**config.mk**
```make
export PLATFORM = sky130hd
export DESIGN_NAME = iir_out_gain_flat
export DESIGN_NICKNAME = d
export VERILOG_FILES = /design/src/rtl/iir_out_gain_if.sv /design/src/rtl/iir_out_gain.sv /design/src/flat_wrapper.sv
export SDC_FILE = /design/constraint.sdc
export NUM_CORES = 1
export LEC_CHECK = 0
export CAP_MARGIN = 20
export CORE_ASPECT_RATIO = 0.5
export CORE_MARGIN = 4
export CORE_UTILIZATION = 50
export CTS_CLUSTER_DIAMETER = 150
export DETAILED_ROUTE_END_ITERATION = 8
export PLACE_DENSITY = 0.81
export SYNTH_ARGS = -nofsm -noshare
export SYNTH_HDL_FRONTEND = slang
export SYNTH_SLANG_ARGS = --single-unit
```
**constraint.sdc**
```tcl
create_clock -name clk -period 7.2 [get_ports clk]
set_clock_uncertainty 0.05 [all_clocks]
set_input_delay 1.44 -clock clk [delete_from_list [all_inputs] [get_ports clk]]
set_output_delay 1.44 -clock clk [all_outputs]
set_load 0.02 [all_outputs]
```
**src/rtl/iir_out_gain_if.sv**
```systemverilog
// ============================================================================
// iir_out_gain_if: AXI-Stream and Wishbone-style config bus interfaces. Rev 1.0
// ============================================================================
`default_nettype none

interface axis_if #(
  parameter int DW = 24
);
  logic [DW-1:0] tdata;
  logic          tvalid;
  logic          tready;

  modport master (output tdata, output tvalid, input tready);
  modport slave  (input tdata, input tvalid, output tready);
endinterface

interface cfg_bus_if #(
  parameter int AW = 32,
  parameter int DW = 32
);
  logic          cyc_i;
  logic          stb_i;
  logic          we_i;
  logic          ack_o;
  logic          stall_o;
  logic [AW-1:0] addr_i;
  logic [DW-1:0] data_i;
  logic [DW-1:0] data_o;

  modport master (output cyc_i, output stb_i, output we_i, output addr_i, output data_i,
                  input ack_o, input stall_o, input data_o);
  modport slave  (input cyc_i, input stb_i, input we_i, input addr_i, input data_i,
                  output ack_o, output stall_o, output data_o);
endinterface

`default_nettype wire

```
**src/rtl/iir_out_gain.sv**
```systemverilog
// ============================================================================
// iir_out_gain: IIR output gain, round-half-up and saturate; optional clip/peak
// statistics when IIR_OUT_GAIN_STATS_EN is defined. Rev 1.0
// ============================================================================
`default_nettype none

module iir_out_gain #(
  parameter int DW    = 24,
  parameter int CFGAW = 32,
  parameter int CFGDW = 32,
  parameter int GAINW = 18,
  parameter int GAINQ = 16
) (
  input  logic       clk,
  input  logic       rst,
  axis_if.slave      s_axis,
  axis_if.master     m_axis,
  cfg_bus_if.slave   cfg
);

  localparam int PW = DW + GAINW;
  localparam logic signed [GAINW-1:0] GAIN_ONE = GAINW'(1 << GAINQ);
  localparam logic signed [PW-1:0]    RND      = {{(PW-GAINQ){1'b0}}, 1'b1, {(GAINQ-1){1'b0}}};
  localparam logic [DW-1:0]           SAT_MAX  = {1'b0, {(DW-1){1'b1}}};
  localparam logic [DW-1:0]           SAT_MIN  = {1'b1, {(DW-1){1'b0}}};

  logic                    ce;
  logic signed [GAINW-1:0] gain;
  logic                    s1_valid;
  logic signed [PW-1:0]    s1_prod;
  logic signed [PW-1:0]    data_ext;
  logic signed [PW-1:0]    gain_ext;
  logic signed [PW-1:0]    rounded;
  logic signed [PW-1:0]    shifted;
  logic                    ovf;
  logic [DW-1:0]           sat;

  logic                    acc;
  logic                    wr;
  logic                    sel_gain;
  logic                    sel_clip;
  logic                    sel_peak;
  logic [CFGDW-1:0]        rd_data;
  logic                    unused_bits;

  // Stall of the output freezes the whole pipe, bubbles included.
  assign ce            = !m_axis.tvalid || m_axis.tready;
  assign s_axis.tready = ce;

  assign data_ext = PW'($signed(s_axis.tdata));
  assign gain_ext = PW'(gain);

  always_ff @(posedge clk or posedge rst) begin
    if (rst) begin
      s1_valid <= 1'b0;
      s1_prod  <= '0;
    end else if (ce) begin
      s1_valid <= s_axis.tvalid;
      if (s_axis.tvalid)
        s1_prod <= data_ext * gain_ext;
    end
  end

  always_comb begin
    rounded = s1_prod + RND;
    shifted = rounded >>> GAINQ;
    // Result fits only if every bit above the output sign bit copies it.
    ovf     = !((&shifted[PW-1:DW-1]) || !(|shifted[PW-1:DW-1]));
    sat     = ovf ? (shifted[PW-1] ? SAT_MIN : SAT_MAX) : shifted[DW-1:0];
  end

  always_ff @(posedge clk or posedge rst) begin
    if (rst) begin
      m_axis.tvalid <= 1'b0;
      m_axis.tdata  <= '0;
    end else if (ce) begin
      m_axis.tvalid <= s1_valid;
      if (s1_valid)
        m_axis.tdata <= sat;
    end
  end

  assign acc      = cfg.cyc_i && cfg.stb_i;
  assign wr       = acc && cfg.we_i;
  assign sel_gain = (cfg.addr_i == CFGAW'(0));
  assign sel_clip = (cfg.addr_i == CFGAW'(1));
  assign sel_peak = (cfg.addr_i == CFGAW'(2));

  assign cfg.stall_o = 1'b0;
  assign unused_bits = ^cfg.data_i[CFGDW-1:GAINW];

`ifdef IIR_OUT_GAIN_STATS_EN
  logic             deliver;
  logic [CFGDW-1:0] clip_count;
  logic [DW-1:0]    peak;
  logic [DW-1:0]    abs_out;

  assign deliver = ce && s1_valid;
  // Two's-complement negate in DW bits maps the most negative value to 2^(DW-1).
  assign abs_out = sat[DW-1] ? (~sat + 1'b1) : sat;

  always_ff @(posedge clk or posedge rst) begin
    if (rst) begin
      clip_count <= '0;
      peak       <= '0;
    end else begin
      if (wr && sel_clip)
        clip_count <= '0;
      else if (deliver && ovf && (clip_count != {CFGDW{1'b1}}))
        clip_count <= clip_count + 1'b1;

      if (wr && sel_peak)
        peak <= '0;
      else if (deliver && (abs_out > peak))
        peak <= abs_out;
    end
  end
`endif

  always_comb begin
    rd_data = '0;
    if (sel_gain)
      rd_data = {{(CFGDW-GAINW){gain[GAINW-1]}}, gain};
`ifdef IIR_OUT_GAIN_STATS_EN
    else if (sel_clip)
      rd_data = clip_count;
    else if (sel_peak)
      rd_data = CFGDW'(peak);
`else
    else if (sel_clip || sel_peak)
      rd_data = '0;
`endif
  end

  always_ff @(posedge clk or posedge rst) begin
    if (rst) begin
      cfg.ack_o  <= 1'b0;
      cfg.data_o <= '0;
      gain       <= GAIN_ONE;
    end else begin
      cfg.ack_o <= acc;
      if (acc)
        cfg.data_o <= rd_data;
      if (wr && sel_gain)
        gain <= cfg.data_i[GAINW-1:0];
    end
  end

endmodule

`default_nettype wire

```
**src/flat_wrapper.sv**
```systemverilog
// flat-port wrapper written by rule: the top's interface ports become plain ports
module iir_out_gain_flat 
#(
  parameter int DW    = 24,
  parameter int CFGAW = 32,
  parameter int CFGDW = 32,
  parameter int GAINW = 18,
  parameter int GAINQ = 16
)
  (clk, rst, s_axis_tdata, s_axis_tvalid, s_axis_tready, m_axis_tdata, m_axis_tvalid, m_axis_tready, cfg_cyc_i, cfg_stb_i, cfg_we_i, cfg_addr_i, cfg_data_i, cfg_ack_o, cfg_stall_o, cfg_data_o);
  axis_if #(.DW(DW)) s_axis_i ();
  axis_if #(.DW(DW)) m_axis_i ();
  cfg_bus_if #(.AW(CFGAW), .DW(DW)) cfg_i ();
  input  logic clk;
  input  logic rst;
  input wire logic [$bits(s_axis_i.tdata)-1:0] s_axis_tdata;
  input wire logic [$bits(s_axis_i.tvalid)-1:0] s_axis_tvalid;
  output wire logic [$bits(s_axis_i.tready)-1:0] s_axis_tready;
  output wire logic [$bits(m_axis_i.tdata)-1:0] m_axis_tdata;
  output wire logic [$bits(m_axis_i.tvalid)-1:0] m_axis_tvalid;
  input wire logic [$bits(m_axis_i.tready)-1:0] m_axis_tready;
  input wire logic [$bits(cfg_i.cyc_i)-1:0] cfg_cyc_i;
  input wire logic [$bits(cfg_i.stb_i)-1:0] cfg_stb_i;
  input wire logic [$bits(cfg_i.we_i)-1:0] cfg_we_i;
  input wire logic [$bits(cfg_i.addr_i)-1:0] cfg_addr_i;
  input wire logic [$bits(cfg_i.data_i)-1:0] cfg_data_i;
  output wire logic [$bits(cfg_i.ack_o)-1:0] cfg_ack_o;
  output wire logic [$bits(cfg_i.stall_o)-1:0] cfg_stall_o;
  output wire logic [$bits(cfg_i.data_o)-1:0] cfg_data_o;
  assign s_axis_i.tdata = s_axis_tdata;
  assign s_axis_i.tvalid = s_axis_tvalid;
  assign s_axis_tready = s_axis_i.tready;
  assign m_axis_tdata = m_axis_i.tdata;
  assign m_axis_tvalid = m_axis_i.tvalid;
  assign m_axis_i.tready = m_axis_tready;
  assign cfg_i.cyc_i = cfg_cyc_i;
  assign cfg_i.stb_i = cfg_stb_i;
  assign cfg_i.we_i = cfg_we_i;
  assign cfg_i.addr_i = cfg_addr_i;
  assign cfg_i.data_i = cfg_data_i;
  assign cfg_ack_o = cfg_i.ack_o;
  assign cfg_stall_o = cfg_i.stall_o;
  assign cfg_data_o = cfg_i.data_o;
  iir_out_gain #(.DW(DW), .CFGAW(CFGAW), .CFGDW(CFGDW), .GAINW(GAINW), .GAINQ(GAINQ)) u_core (.clk(clk), .rst(rst), .s_axis(s_axis_i), .m_axis(m_axis_i), .cfg(cfg_i));
endmodule
```
==> impl_metrics.yaml <==
synth:
  synth.distinct_cells: 57
  async_flop_share_pct: 100
  syn_nets: 2677
  synth.avg_cell_area_sq_um: 9.17
  ys.warnings.count: 0
  synth_edf_count: 0
  synth_area_sq_mm: 0.0189
  netlist_instances: 2065
  synth.yosys.seq_area_share_pct: 11.9
  synthFlopType: "dfrtp_1"
  synth_seq_cells: 90
timing:
  tns_ps: -102
  fmaxAchievable_mhz: 137
  drv_slew: 0
  tightest_slew_ps: 905
  rsz0062_at_grt: "true"
  finalHoldViolations: 0
  fin_crit_sh_pct: 101
  relSlewSlack_pct: 39.7
  finalSetupViolations: 2
  setup_slack_ps: -101
  period_needed_ps: 7300
floorplanning:
  dieWidth_microns: 283
  core_sq_mm: 0.0374
  die_y_microns: 146
  die_area_sq_mm: 0.0413
  initial_core_util_pct: 50.6
  pin_count: 139
  num_rows: 50
drt:
  wl_per_cell_microns: 17.8
  drtPass1Iterations: 5
  viasPerCell: 5.32
  ant_nets: 0
  wirelength_microns: 50200
  num_vias: 15000
  drt_iter0_drc: 1086
  drc: 0
cts:
  root_buffer: "clkbuf_16"
  clock_latency_ps: 340
  cts_buffer_depth: 2
  cts.clk_slew.worst_paths_ps: 70
  tritoncts: "built"
  cts_max_level: 3
  cts_buffers: 9
  cts_hold_buf: 0
  clkSinkCount: 90
global_route:
  grt_pass1_vias: 16400
  gr-total-overflow: 0
  grt_usage_pct: 23.8
  grt_start_max_net_pins: 84
  grt_antenna_before_repair: 3
  grt_first_pass_wirelength_microns: 80200
final_layout:
  layout_commonest_cell: "inv_1"
  area_growth_pct: 22.9
  drive_gt1_share_pct: 15.6
  design_area_sq_mm: 0.0233
  nets: 2933
  final_cell_mix: "483 x inv_1, 413 x fa_1, 320 x nand2_1"
run_status:
  status: "finished with violations"
  violations: "setup timing"
setup_path:
  cp_max_fo: 13
  r2r_end: "u_core.s1_prod[34]$_DFFE_PP0P_"
  cp_slowest_cell: "fa_2"
  regToRegSetupSlack_ps: 160
  cp_cell_sequence: "clkdlybuf4s50_1, buf_12, nand2_1, fa_1, inv_1, fa_1, inv_1, fa_1, inv_1, fa_2, fa_1, fa_1, ha_1, a21o_1, a21o_1, a21oi_2, o21bai_1, a21oi_2, o41ai_4, a221o_1, and4_1, or3_1"
  worstReg2RegStart: "u_core.gain[6]$_DFFE_PP0P_"
  start_kind: "input port"
  reg2reg_depth: 23
  critical_path_required_ps: 7370
  path_class: "input port to flip-flop"
  crit_path_frequent_cell: "fa_1"
  worst_setup_path_end_kind: "flip-flop"
  slowest_delay_ps: 570
  cp.arrival_ps: 7470
  cpLargestDelayFamily: "adder cells"
  cp.buffers_inverters: 5
power_and_ir_drop:
  leakage_nw: 11.5
  irDropWorstVdd_mv: 0.159
  power_density_mw_per_mm2: 73.9
min_path:
  min-delay-start: "u_core.m_axis.tdata[4]$_DFFE_PP0P_"
  hold_path_depth: 2
  hold_class: "flip-flop to flip-flop"
  hold_end: "u_core.m_axis.tdata[4]$_DFFE_PP0P_"
placed_design:
  io_buffers: 131
  placed_area_sq_mm: 0.0221
  pre_cts_slack_ps: -915
  dpl.hpwl_microns: 39200
  gp_congestion: 0.880
flow_run:
  maxCapViolations: 0
-- cell type report --
class | count | area [sq um]
multi-input combinational | 1366 | 14900
fill | 2771 | 14100
timing repair buffer | 357 | 3320
sequential | 90 | 2250
inverter | 497 | 1870
tap | 494 | 618
clock buffer | 9 | 225
clock inverter | 7 | 72.6
antenna | 2 | 5.00
-- flip-flops by register name (all words and copies together) (netlist names) --
register / count
u_core.s1_prod: 27
u_core.m_axis.tdata: 24
u_core.cfg.data_o: 18
u_core.gain: 18
u_core.cfg.ack_o: 1
u_core.m_axis.tvalid: 1
u_core.s1_valid: 1
-- power by group --
part           switching [mW]  leakage (nW)  internal, mW
clock                   0.224         0.136         0.244
combinational           0.322          10.3         0.285
sequential             0.0640          1.12         0.581
total                   0.610          11.5          1.11
-- logic make-up after synthesis --
logic type      Yosys count  share of synthesized area, %
compound gates          157                          5.46
xor+xnor                 57                          2.64
fa+ha+maj               525                          51.5
buf+inv                 609                          12.2
flops                    90                          11.9
mux                      20                          1.19
other cells               1                        0.0198
simple gates            606                          15.1
-- metrics by stage --
step / hold WS (ps) / util (%) / cells / power (mW)
2_1_floorplan: 401 / - / 2065 / 0.929
3_3_place_gp: 407 / 59.1 / 2769 / 1.20
3_5_place_dp: 421 / 59.1 / 2769 / 1.21
4_1_cts: 437 / 61.3 / 2811 / 1.70
5_1_grt: 472 / 62.2 / 2822 / 1.80
6_report: 436 / 62.2 / 2822 / 1.72
-- worst reg2reg max path, stage by stage (launching register included) --
cell and delay, ps:
dfrtp_1 710, buf_4 330, nand2_2 80, fa_1 550
inv_2 40, fa_1 560, inv_2 50, fa_1 570
inv_2 50, fa_1 490, fa_1 520, inv_1 60
fa_1 530, inv_2 60, ha_4 230, a21o_1 150
a21o_1 200, a21oi_4 210, nand4b_4 130, a221oi_4 350
o41ai_4 110, a221o_1 380, and4_1 190, or3_1 340
-- layer usage --
| metal | track usage [%] | part of all wire (%) | vias to the layer above |
|---|---|---|---|
| li1 | - | - | 6576 |
| met5 | 0 | 0.030 | - |
| met3 | 4.05 | 6.2 | 198 |
| met4 | 11.0 | 5.2 | 2 |
| met2 | 41.9 | 51 | 569 |
| met1 | 28.9 | 37 | 7669 |
-- what timing repair did --
item,in CTS,in global routing
resized for setup,109,79
setup buffers,22,12
cloned,4,1
pin swaps,60,58
setup endpoints to repair,20,13
-- synth_stat cells (all sizes together), types with 2 or more instances --
cell type  instances  area share [%]
a221o              2            0.11
clkbuf           100             2.0
dfrtp             89              12
inv              497             9.8
a22oi              2           0.079
a21oi             43             1.1
nand3             16            0.42
a22o              18            0.83
a211oi             3            0.12
xor2              16            0.74
a221oi             4            0.28
ha               101             6.7
nor2              54             1.1
mux2              20             1.2
o22ai              3           0.099
nand4b             2            0.17
a31oi              3           0.099
o31ai              2           0.079
o21ai             40             1.1
xnor2             41             1.9
nor4              10            0.40
and3               6            0.20
fa               424              45
o211ai             3            0.12
o21bai             6            0.24
buf               12            0.40
a21o              17            0.67
nand2            334             6.6
nor3               2           0.053
and2             147             4.9
nand2b             9            0.30
and4               8            0.37
nand4             14            0.46
-- worst max path at each step --
stage	from	end	slack, ps	cells after the start
floorplan	s_axis_tdata[9]	u_core.s1_prod[34]$_DFFE_PP0P_	-110	24
global placement	s_axis_tdata[7]	u_core.s1_prod[40]$_DFFE_PP0P_	-870	24
detailed placement	s_axis_tdata[7]	u_core.s1_prod[40]$_DFFE_PP0P_	-910	26
CTS	s_axis_tdata[8]	u_core.s1_prod[34]$_DFFE_PP0P_	-50	24
global route	s_axis_tdata[20]	u_core.s1_prod[34]$_DFFE_PP0P_	-290	24
finish	s_axis_tdata[18]	u_core.s1_prod[34]$_DFFE_PP0P_	-100	22
Power figures use the tool's default switching activity.
